===== src/rtl/mem_stage_if.sv =====
// mem_stage_if: bundles the three handshakes around the memory-access stage.
//   execute -> stage : in_valid/in_ready plus the instruction fields
//   stage <-> memory : mem_req/mem_we/mem_addr/mem_wdata/mem_wstrb, mem_rdata/mem_ack
//   stage -> writeback: out_valid/out_rd/out_reg_write/out_data/fault
// The slave modport is the stage itself. The master modport is its
// environment (execute, data memory and writeback stage taken together).
interface mem_stage_if #(
  parameter int WORD_SIZE = 32
);
  logic                 in_valid;
  logic                 in_ready;
  logic                 in_is_load;
  logic                 in_is_store;
  logic [2:0]           in_funct3;
  logic [4:0]           in_rd;
  logic                 in_reg_write;
  logic [WORD_SIZE-1:0] in_alu_result;
  logic [WORD_SIZE-1:0] in_store_data;

  logic                 mem_req;
  logic                 mem_we;
  logic [WORD_SIZE-1:0] mem_addr;
  logic [WORD_SIZE-1:0] mem_wdata;
  logic [3:0]           mem_wstrb;
  logic [WORD_SIZE-1:0] mem_rdata;
  logic                 mem_ack;

  logic                 out_valid;
  logic [4:0]           out_rd;
  logic                 out_reg_write;
  logic [WORD_SIZE-1:0] out_data;
  logic                 fault;

  modport slave (
    input  in_valid, in_is_load, in_is_store, in_funct3, in_rd, in_reg_write,
           in_alu_result, in_store_data, mem_rdata, mem_ack,
    output in_ready, mem_req, mem_we, mem_addr, mem_wdata, mem_wstrb,
           out_valid, out_rd, out_reg_write, out_data, fault
  );

  modport master (
    output in_valid, in_is_load, in_is_store, in_funct3, in_rd, in_reg_write,
           in_alu_result, in_store_data, mem_rdata, mem_ack,
    input  in_ready, mem_req, mem_we, mem_addr, mem_wdata, mem_wstrb,
           out_valid, out_rd, out_reg_write, out_data, fault
  );
endinterface


===== src/rtl/mem_stage.sv =====
// mem_stage: RISC-V memory-access stage, directly downstream of the ALU.
// Non-memory ops pass the ALU result to writeback one cycle after acceptance.
// Legal, aligned loads/stores run one request/ack transaction against data
// memory; load data is lane-selected and sign/zero-extended. Illegal or
// misaligned accesses never reach memory and produce a fault record instead.
// Ports:
//   clock   - single clock, all state on posedge
//   reset_n - asynchronous active-low reset
//   bus     - mem_stage_if.slave (execute, memory and writeback handshakes)
// WORD_SIZE: datapath width; only 32 (4 byte lanes) is supported.
module mem_stage #(
  parameter int WORD_SIZE = 32
) (
  input  logic         clock,
  input  logic         reset_n,
  mem_stage_if.slave   bus
);

  typedef enum logic [0:0] {
    IDLE   = 1'b0,
    ACCESS = 1'b1
  } state_t;

  state_t               r_state;
  logic                 r_mem_req;
  logic                 r_mem_we;
  logic [WORD_SIZE-1:0] r_mem_addr;
  logic [WORD_SIZE-1:0] r_mem_wdata;
  logic [3:0]           r_mem_wstrb;
  logic                 r_out_valid;
  logic [4:0]           r_out_rd;
  logic                 r_out_reg_write;
  logic [WORD_SIZE-1:0] r_out_data;
  logic                 r_fault;

  // Access context held for the duration of a memory transaction.
  logic [2:0]           r_funct3;
  logic [1:0]           r_lsb;
  logic                 r_reg_write;
  logic                 r_is_store;

  logic                 w_accept;
  logic                 w_is_mem;
  logic                 w_legal;
  logic                 w_misaligned;
  logic                 w_fault;

  // Replicate store data across all lanes so the strobe alone picks the lane.
  function automatic logic [WORD_SIZE-1:0] store_wdata(input logic [1:0] size,
                                                       input logic [WORD_SIZE-1:0] data);
    logic [WORD_SIZE-1:0] res;
    case (size)
      2'b00:   res = {4{data[7:0]}};
      2'b01:   res = {2{data[15:0]}};
      2'b10:   res = data;
      default: res = {WORD_SIZE{1'b0}};
    endcase
    return res;
  endfunction

  // Byte-lane write enables for a store of the given size at the given offset.
  function automatic logic [3:0] store_wstrb(input logic [1:0] size,
                                             input logic [1:0] lsb);
    logic [3:0] res;
    case (size)
      2'b00:   res = 4'b0001 << lsb;
      2'b01:   res = lsb[1] ? 4'b1100 : 4'b0011;
      2'b10:   res = 4'b1111;
      default: res = 4'b0000;
    endcase
    return res;
  endfunction

  // Shift the addressed lane down to bit 0, then sign- or zero-extend.
  function automatic logic [WORD_SIZE-1:0] load_extend(input logic [2:0] f3,
                                                       input logic [1:0] lsb,
                                                       input logic [WORD_SIZE-1:0] rdata);
    logic [WORD_SIZE-1:0] sh;
    logic [WORD_SIZE-1:0] res;
    sh = rdata >> {lsb, 3'b000};
    case (f3)
      3'b000:  res = {{24{sh[7]}}, sh[7:0]};
      3'b001:  res = {{16{sh[15]}}, sh[15:0]};
      3'b010:  res = sh;
      3'b100:  res = {24'h00_0000, sh[7:0]};
      3'b101:  res = {16'h0000, sh[15:0]};
      default: res = {WORD_SIZE{1'b0}};
    endcase
    return res;
  endfunction

  assign w_accept = bus.in_valid && (r_state == IDLE);
  assign w_is_mem = bus.in_is_load || bus.in_is_store;

  // Decode legality and alignment of the presented instruction.
  always_comb begin
    w_legal      = 1'b0;
    w_misaligned = 1'b0;
    if (bus.in_is_load && bus.in_is_store) begin
      w_legal = 1'b0;
    end else if (bus.in_is_load) begin
      case (bus.in_funct3)
        3'b000, 3'b001, 3'b010, 3'b100, 3'b101: w_legal = 1'b1;
        default:                                w_legal = 1'b0;
      endcase
    end else if (bus.in_is_store) begin
      case (bus.in_funct3)
        3'b000, 3'b001, 3'b010: w_legal = 1'b1;
        default:                w_legal = 1'b0;
      endcase
    end else begin
      w_legal = 1'b1;
    end
    // funct3[1:0] encodes access size for every legal load/store.
    case (bus.in_funct3[1:0])
      2'b01:   w_misaligned = bus.in_alu_result[0];
      2'b10:   w_misaligned = (bus.in_alu_result[1:0] != 2'b00);
      default: w_misaligned = 1'b0;
    endcase
    w_fault = w_is_mem && (!w_legal || w_misaligned);
  end

  // Stage FSM with all bus and writeback outputs registered.
  always_ff @(posedge clock or negedge reset_n) begin
    if (!reset_n) begin
      r_state         <= IDLE;
      r_mem_req       <= 1'b0;
      r_mem_we        <= 1'b0;
      r_mem_addr      <= {WORD_SIZE{1'b0}};
      r_mem_wdata     <= {WORD_SIZE{1'b0}};
      r_mem_wstrb     <= 4'b0000;
      r_out_valid     <= 1'b0;
      r_out_rd        <= 5'd0;
      r_out_reg_write <= 1'b0;
      r_out_data      <= {WORD_SIZE{1'b0}};
      r_fault         <= 1'b0;
      r_funct3        <= 3'b000;
      r_lsb           <= 2'b00;
      r_reg_write     <= 1'b0;
      r_is_store      <= 1'b0;
    end else begin
      // Writeback strobes are single-cycle.
      r_out_valid <= 1'b0;
      r_fault     <= 1'b0;
      case (r_state)
        IDLE: begin
          if (w_accept) begin
            if (!w_is_mem) begin
              r_out_valid     <= 1'b1;
              r_out_rd        <= bus.in_rd;
              r_out_reg_write <= bus.in_reg_write;
              r_out_data      <= bus.in_alu_result;
            end else if (w_fault) begin
              r_out_valid     <= 1'b1;
              r_fault         <= 1'b1;
              r_out_rd        <= bus.in_rd;
              r_out_reg_write <= 1'b0;
              r_out_data      <= {WORD_SIZE{1'b0}};
            end else begin
              r_state     <= ACCESS;
              r_mem_req   <= 1'b1;
              r_mem_we    <= bus.in_is_store;
              r_mem_addr  <= {bus.in_alu_result[WORD_SIZE-1:2], 2'b00};
              r_mem_wdata <= bus.in_is_store
                             ? store_wdata(bus.in_funct3[1:0], bus.in_store_data)
                             : {WORD_SIZE{1'b0}};
              r_mem_wstrb <= bus.in_is_store
                             ? store_wstrb(bus.in_funct3[1:0], bus.in_alu_result[1:0])
                             : 4'b0000;
              r_funct3    <= bus.in_funct3;
              r_lsb       <= bus.in_alu_result[1:0];
              r_out_rd    <= bus.in_rd;
              r_reg_write <= bus.in_reg_write;
              r_is_store  <= bus.in_is_store;
            end
          end else begin
            r_state <= IDLE;
          end
        end
        ACCESS: begin
          // Request fields stay put until the ack arrives.
          if (bus.mem_ack) begin
            r_state     <= IDLE;
            r_mem_req   <= 1'b0;
            r_mem_we    <= 1'b0;
            r_mem_wstrb <= 4'b0000;
            r_out_valid <= 1'b1;
            if (r_is_store) begin
              r_out_reg_write <= 1'b0;
              r_out_data      <= {WORD_SIZE{1'b0}};
            end else begin
              r_out_reg_write <= r_reg_write;
              r_out_data      <= load_extend(r_funct3, r_lsb, bus.mem_rdata);
            end
          end else begin
            r_state <= ACCESS;
          end
        end
        default: begin
          r_state   <= IDLE;
          r_mem_req <= 1'b0;
        end
      endcase
    end
  end

  assign bus.in_ready      = (r_state == IDLE);
  assign bus.mem_req       = r_mem_req;
  assign bus.mem_we        = r_mem_we;
  assign bus.mem_addr      = r_mem_addr;
  assign bus.mem_wdata     = r_mem_wdata;
  assign bus.mem_wstrb     = r_mem_wstrb;
  assign bus.out_valid     = r_out_valid;
  assign bus.out_rd        = r_out_rd;
  assign bus.out_reg_write = r_out_reg_write;
  assign bus.out_data      = r_out_data;
  assign bus.fault         = r_fault;

endmodule


===== src/flat_wrapper.sv =====
// flat-port wrapper written by rule: the top's interface ports become plain ports
module mem_stage_flat 
#(
  parameter int WORD_SIZE = 32
)
  (clock, reset_n, bus_in_valid, bus_in_is_load, bus_in_is_store, bus_in_funct3, bus_in_rd, bus_in_reg_write, bus_in_alu_result, bus_in_store_data, bus_mem_rdata, bus_mem_ack, bus_in_ready, bus_mem_req, bus_mem_we, bus_mem_addr, bus_mem_wdata, bus_mem_wstrb, bus_out_valid, bus_out_rd, bus_out_reg_write, bus_out_data, bus_fault);
  mem_stage_if #(.WORD_SIZE(WORD_SIZE)) bus_i ();
  input  logic clock;
  input  logic reset_n;
  input wire logic [$bits(bus_i.in_valid)-1:0] bus_in_valid;
  input wire logic [$bits(bus_i.in_is_load)-1:0] bus_in_is_load;
  input wire logic [$bits(bus_i.in_is_store)-1:0] bus_in_is_store;
  input wire logic [$bits(bus_i.in_funct3)-1:0] bus_in_funct3;
  input wire logic [$bits(bus_i.in_rd)-1:0] bus_in_rd;
  input wire logic [$bits(bus_i.in_reg_write)-1:0] bus_in_reg_write;
  input wire logic [$bits(bus_i.in_alu_result)-1:0] bus_in_alu_result;
  input wire logic [$bits(bus_i.in_store_data)-1:0] bus_in_store_data;
  input wire logic [$bits(bus_i.mem_rdata)-1:0] bus_mem_rdata;
  input wire logic [$bits(bus_i.mem_ack)-1:0] bus_mem_ack;
  output wire logic [$bits(bus_i.in_ready)-1:0] bus_in_ready;
  output wire logic [$bits(bus_i.mem_req)-1:0] bus_mem_req;
  output wire logic [$bits(bus_i.mem_we)-1:0] bus_mem_we;
  output wire logic [$bits(bus_i.mem_addr)-1:0] bus_mem_addr;
  output wire logic [$bits(bus_i.mem_wdata)-1:0] bus_mem_wdata;
  output wire logic [$bits(bus_i.mem_wstrb)-1:0] bus_mem_wstrb;
  output wire logic [$bits(bus_i.out_valid)-1:0] bus_out_valid;
  output wire logic [$bits(bus_i.out_rd)-1:0] bus_out_rd;
  output wire logic [$bits(bus_i.out_reg_write)-1:0] bus_out_reg_write;
  output wire logic [$bits(bus_i.out_data)-1:0] bus_out_data;
  output wire logic [$bits(bus_i.fault)-1:0] bus_fault;
  assign bus_i.in_valid = bus_in_valid;
  assign bus_i.in_is_load = bus_in_is_load;
  assign bus_i.in_is_store = bus_in_is_store;
  assign bus_i.in_funct3 = bus_in_funct3;
  assign bus_i.in_rd = bus_in_rd;
  assign bus_i.in_reg_write = bus_in_reg_write;
  assign bus_i.in_alu_result = bus_in_alu_result;
  assign bus_i.in_store_data = bus_in_store_data;
  assign bus_i.mem_rdata = bus_mem_rdata;
  assign bus_i.mem_ack = bus_mem_ack;
  assign bus_in_ready = bus_i.in_ready;
  assign bus_mem_req = bus_i.mem_req;
  assign bus_mem_we = bus_i.mem_we;
  assign bus_mem_addr = bus_i.mem_addr;
  assign bus_mem_wdata = bus_i.mem_wdata;
  assign bus_mem_wstrb = bus_i.mem_wstrb;
  assign bus_out_valid = bus_i.out_valid;
  assign bus_out_rd = bus_i.out_rd;
  assign bus_out_reg_write = bus_i.out_reg_write;
  assign bus_out_data = bus_i.out_data;
  assign bus_fault = bus_i.fault;
  mem_stage #(.WORD_SIZE(WORD_SIZE)) u_core (.clock(clock), .reset_n(reset_n), .bus(bus_i));
endmodule

===== config.mk =====
export PLATFORM = sky130hd
export DESIGN_NAME = mem_stage_flat
export DESIGN_NICKNAME = d
export VERILOG_FILES = /design/src/rtl/mem_stage_if.sv /design/src/rtl/mem_stage.sv /design/src/flat_wrapper.sv
export SDC_FILE = /design/constraint.sdc
export NUM_CORES = 1
export LEC_CHECK = 0
export CORE_UTILIZATION = 44
export DETAILED_ROUTE_END_ITERATION = 16
export GPL_TIMING_DRIVEN = 0
export PLACE_DENSITY = 0.81
export SLEW_MARGIN = 25
export SYNTH_ARGS = -nofsm -noshare
export SYNTH_HDL_FRONTEND = slang
export SYNTH_SLANG_ARGS = --single-unit

===== constraint.sdc =====
create_clock -name clock -period 2.5 [get_ports clock]
set_clock_uncertainty 0.1 [all_clocks]
set_input_delay 0.5 -clock clock [delete_from_list [all_inputs] [get_ports clock]]
set_output_delay 0.5 -clock clock [all_outputs]
set_load 0.005 [all_outputs]

==> summary.md <==
| Metric | Value |
|---|---|
| Max clock buf depth | `2` |
| Initial antenna violation count | `0` |
| Final HPWL DP | `~15000 µm` |
| Synth Register Bits | `approximately 120` |
| Placed instance count | `roughly 930` |
| Prevailing post-synth register cell | `dfrtp_1` |
| Setup ws final | `approximately 0.20 ns` |
| Critical path fanouts, max | `10` |
| RSZ-0062 raised after global routing | `no` |
| Final Hold Vio Count | `0` |
| CTS buffer count | `17` |
| Leak | `approximately 3.8 nW` |
| Post-synthesis async set-or-reset flop share | `1.00` |
| Multi-input logic area | `between 2000 and 2500 µm²` |
| Slew HR | `0.537` |
| GRT Residual Overflow | `0` |
| Die Ht | `about 120 µm` |
| Largest cells by area after synthesis | `dfrtp_1 51%, a21oi_1 4.7%, mux2_1 3.8%, mux2_2 3.8%, a22oi_1 3.3%` |
| Critical path class | `in2reg` |
| Width of the die | `about 120 µm` |
| Post-synthesis sequential area ratio | `0.510` |
| Number of core rows | `between 40 and 50` |
| Vias in the first global route | `approximately 5600` |
| Synthesized instance count | `approximately 540` |
| Fin cells | `roughly 960` |
| HP Class | `in2reg` |
| Tcrit/Tclk final | `0.919` |
| Reg clk slew, reported paths | `about 0.050 ns` |
| Initial core utilization | `0.451` |
| DRC | `0` |
| Layout cell share with drive strength beyond 1 | `0.123` |
| Fmax | `435 MHz` |
| Diodes inserted | `0` |
| Warnings, synthesis | `0` |
| IO Count | `~220` |
| First-pass GRT wire length | `about 30000 µm` |
| Filler cells | `977` |
| Top cell type by total area after synthesis | `dfrtp_1` |
| Routability Congestion | `a little under 0.9` |
| MaxCap Viol Count | `0` |
| Post-Synthesis Cell Area | `between 5000 and 6000 µm²` |
| Post-route ant nets | `0` |
| Setup WS pre-CTS | `-0.625 ns` |
| Status | `finished, final reports clean` |
| Area grow syn2layout | `55.5%` |
| Worst EP required | `between 2 and 3 ns` |
| EDFF count, synth | `0` |
| Largest net degree at the start of global routing | `74` |
| Die area | `roughly 13000 µm²` |
| Initial DRC Count | `between 300 and 400` |
| Routed wire length per instance | `between 20 and 25 µm` |
| H-tree level count | `4` |
| CP Capture Type | `flop` |
| Clock Tree Root | `clkbuf_16` |
| CORE AREA | `about 13000 µm²` |
| Final Total Pwr | `~0.0084 W` |
| TritonCTS clock tree | `yes` |
| Post-synth top area share | `0.510` |
| Post-layout min period | `between 2 and 2.5 ns` |
| CP startpoint kind | `input port` |
| Synth Area per Inst | `approximately 11 µm²` |
| Pins Over Slew Limit | `0` |
| Power Dens Cells | `about 950 nW/µm²` |
| CTS sink cnt | `~120` |
| Max IR drop VDD | `roughly 0.00043 V` |
| Detailed Routing Iterations Pass 1 | `5` |
| Final-stage net count | `894` |
| PortBufs | `218` |
| Final wirelength | `19600 µm` |
| Worst path arrival time | `roughly 2.5 ns` |
| Worst skew pair latency | `0.42 ns` |
| Setup TNS Final | `0 ns` |
| Number of setup violations in the final report | `0` |
| Core Util, Final | `0.701` |
| Total number of vias | `5482` |
| Post-synth cell types | `48` |
| DR vias/cell | `between 5 and 6` |
| Total global-route track usage | `0.301` |
| Storage cell area | `approximately 2900 µm²` |
| Worst Tran Pin Value | `~0.69 ns` |
## sequential cells by signal (all words and copies together) (netlist names)
name,cells
u_core.bus.mem_wdata,32
u_core.bus.out_data,32
u_core.bus.mem_addr,30
u_core.bus.out_rd,5
u_core.bus.mem_wstrb,4
u_core.r_funct3,3
u_core.r_lsb,2
u_core.bus.fault,1
u_core.bus.mem_req,1
u_core.bus.mem_we,1
u_core.bus.out_reg_write,1
u_core.bus.out_valid,1
u_core.r_is_store,1
u_core.r_reg_write,1
u_core.r_state,1
## cells in the mapped netlist (8+ instances only)
cell type,instances
mux2_2,19
a22oi_1,25
mux2i_1,17
o21ai_1,25
nor2b_1,10
buf_6,9
mux2_1,19
nor2_1,45
o21ai_0,17
clkbuf_1,8
a31oi_1,10
nand2_1,45
dfrtp_1,116
a21o_1,8
a21oi_1,53
buf_2,17
a32oi_1,8
a22o_1,17
## placed cells by master, fill, tap and decap left out, types with 19 or more instances in the layout
cell,netlist,layout
clkdlybuf4s50_1,0,215
nor2_1,45,45
mux2_1,19,19
o21ai_1,25,25
mux2_2,19,19
a22oi_1,25,25
a21oi_1,53,52
nand2_1,45,45
dfrtp_1,116,116
## power by group
group / leakage (nW) / internal (W) / switching [W]
Combinational: 2.01 / 0.00167 / 0.00123
Sequential: 1.44 / 0.00241 / 0.000315
Clock: 0.333 / 0.00192 / 0.000881
Total: 3.78 / 0.00600 / 0.00243
## per-layer routing
| metal | GRT usage | vias to the layer above | share of wire | wire length [µm] |
|---|---|---|---|---|
| met3 | 0.0957 | 50 | 0.095 | 1850 |
| met1 | 0.348 | 2682 | 0.38 | 7510 |
| met4 | 0.150 | 0 | 0.035 | 685 |
| li1 | - | 2439 | - | - |
| met2 | 0.507 | 311 | 0.49 | 9530 |
| met5 | 0 | - | 0 | 0 |
## through the flow
step	hold WS [ns]	area [µm²]
3_3_place_gp	0.363	8090
6_report	0.367	8850
4_1_cts	0.352	8850
5_1_grt	0.383	8850
3_5_place_dp	0.347	8120
2_1_floorplan	0.104	5700
## critical path, cell delays in order
cell           delay [ns]
dlygate4sd2_1        0.28
inv_1                0.11
ha_1                 0.22
or2_1                0.24
buf_4                0.19
nor3_1               0.15
o32a_1               0.33
buf_2                0.28
a31oi_1              0.16
## cells by family after synthesis
group,share of synthesized area
buf+inv,0.0532
fa+ha+maj,0.0110
simple gates,0.0960
compound gates,0.215
mux,0.114
other cells,0.000659
flops,0.510
## timing repair
action	CTS	global route
hold buffers	1	0
pin swaps	1	1
endpoints found under the setup margin	43	60
gates resized for setup	6	2
buffers inserted	3	0
endpoints found under the hold margin	43	0
## path summary, 6_finish.rpt
kind / start / slack [ns] / end / cells after the start
max in group asynchronous: reset_n / 1.11 / u_core.bus.mem_req / 3
hold reg to reg: u_core.bus.mem_wdata[21] / 0.38 / u_core.bus.mem_wdata[21] / 2
hold / removal: bus_in_is_store / 0.37 / u_core.r_is_store / 2
setup / recovery: bus_in_funct3[1] / 0.20 / u_core.bus.out_data[19] / 9
min in group asynchronous: reset_n / 0.48 / u_core.bus.mem_addr[6] / 2
setup reg to reg: u_core.r_state / 0.36 / u_core.bus.out_data[18] / 4
## final cells by class
cell class,instances,share of cell area
flip-flops and latches,116,0.328
repair buffers,223,0.254
well taps,172,0.0243
inverters,6,0.00254
clock inverters,13,0.0259
clock buffers,19,0.0512
plain buffers,43,0.0325
multi-input cells,371,0.282
No activity file was read; power rests on OpenSTA's default activity.
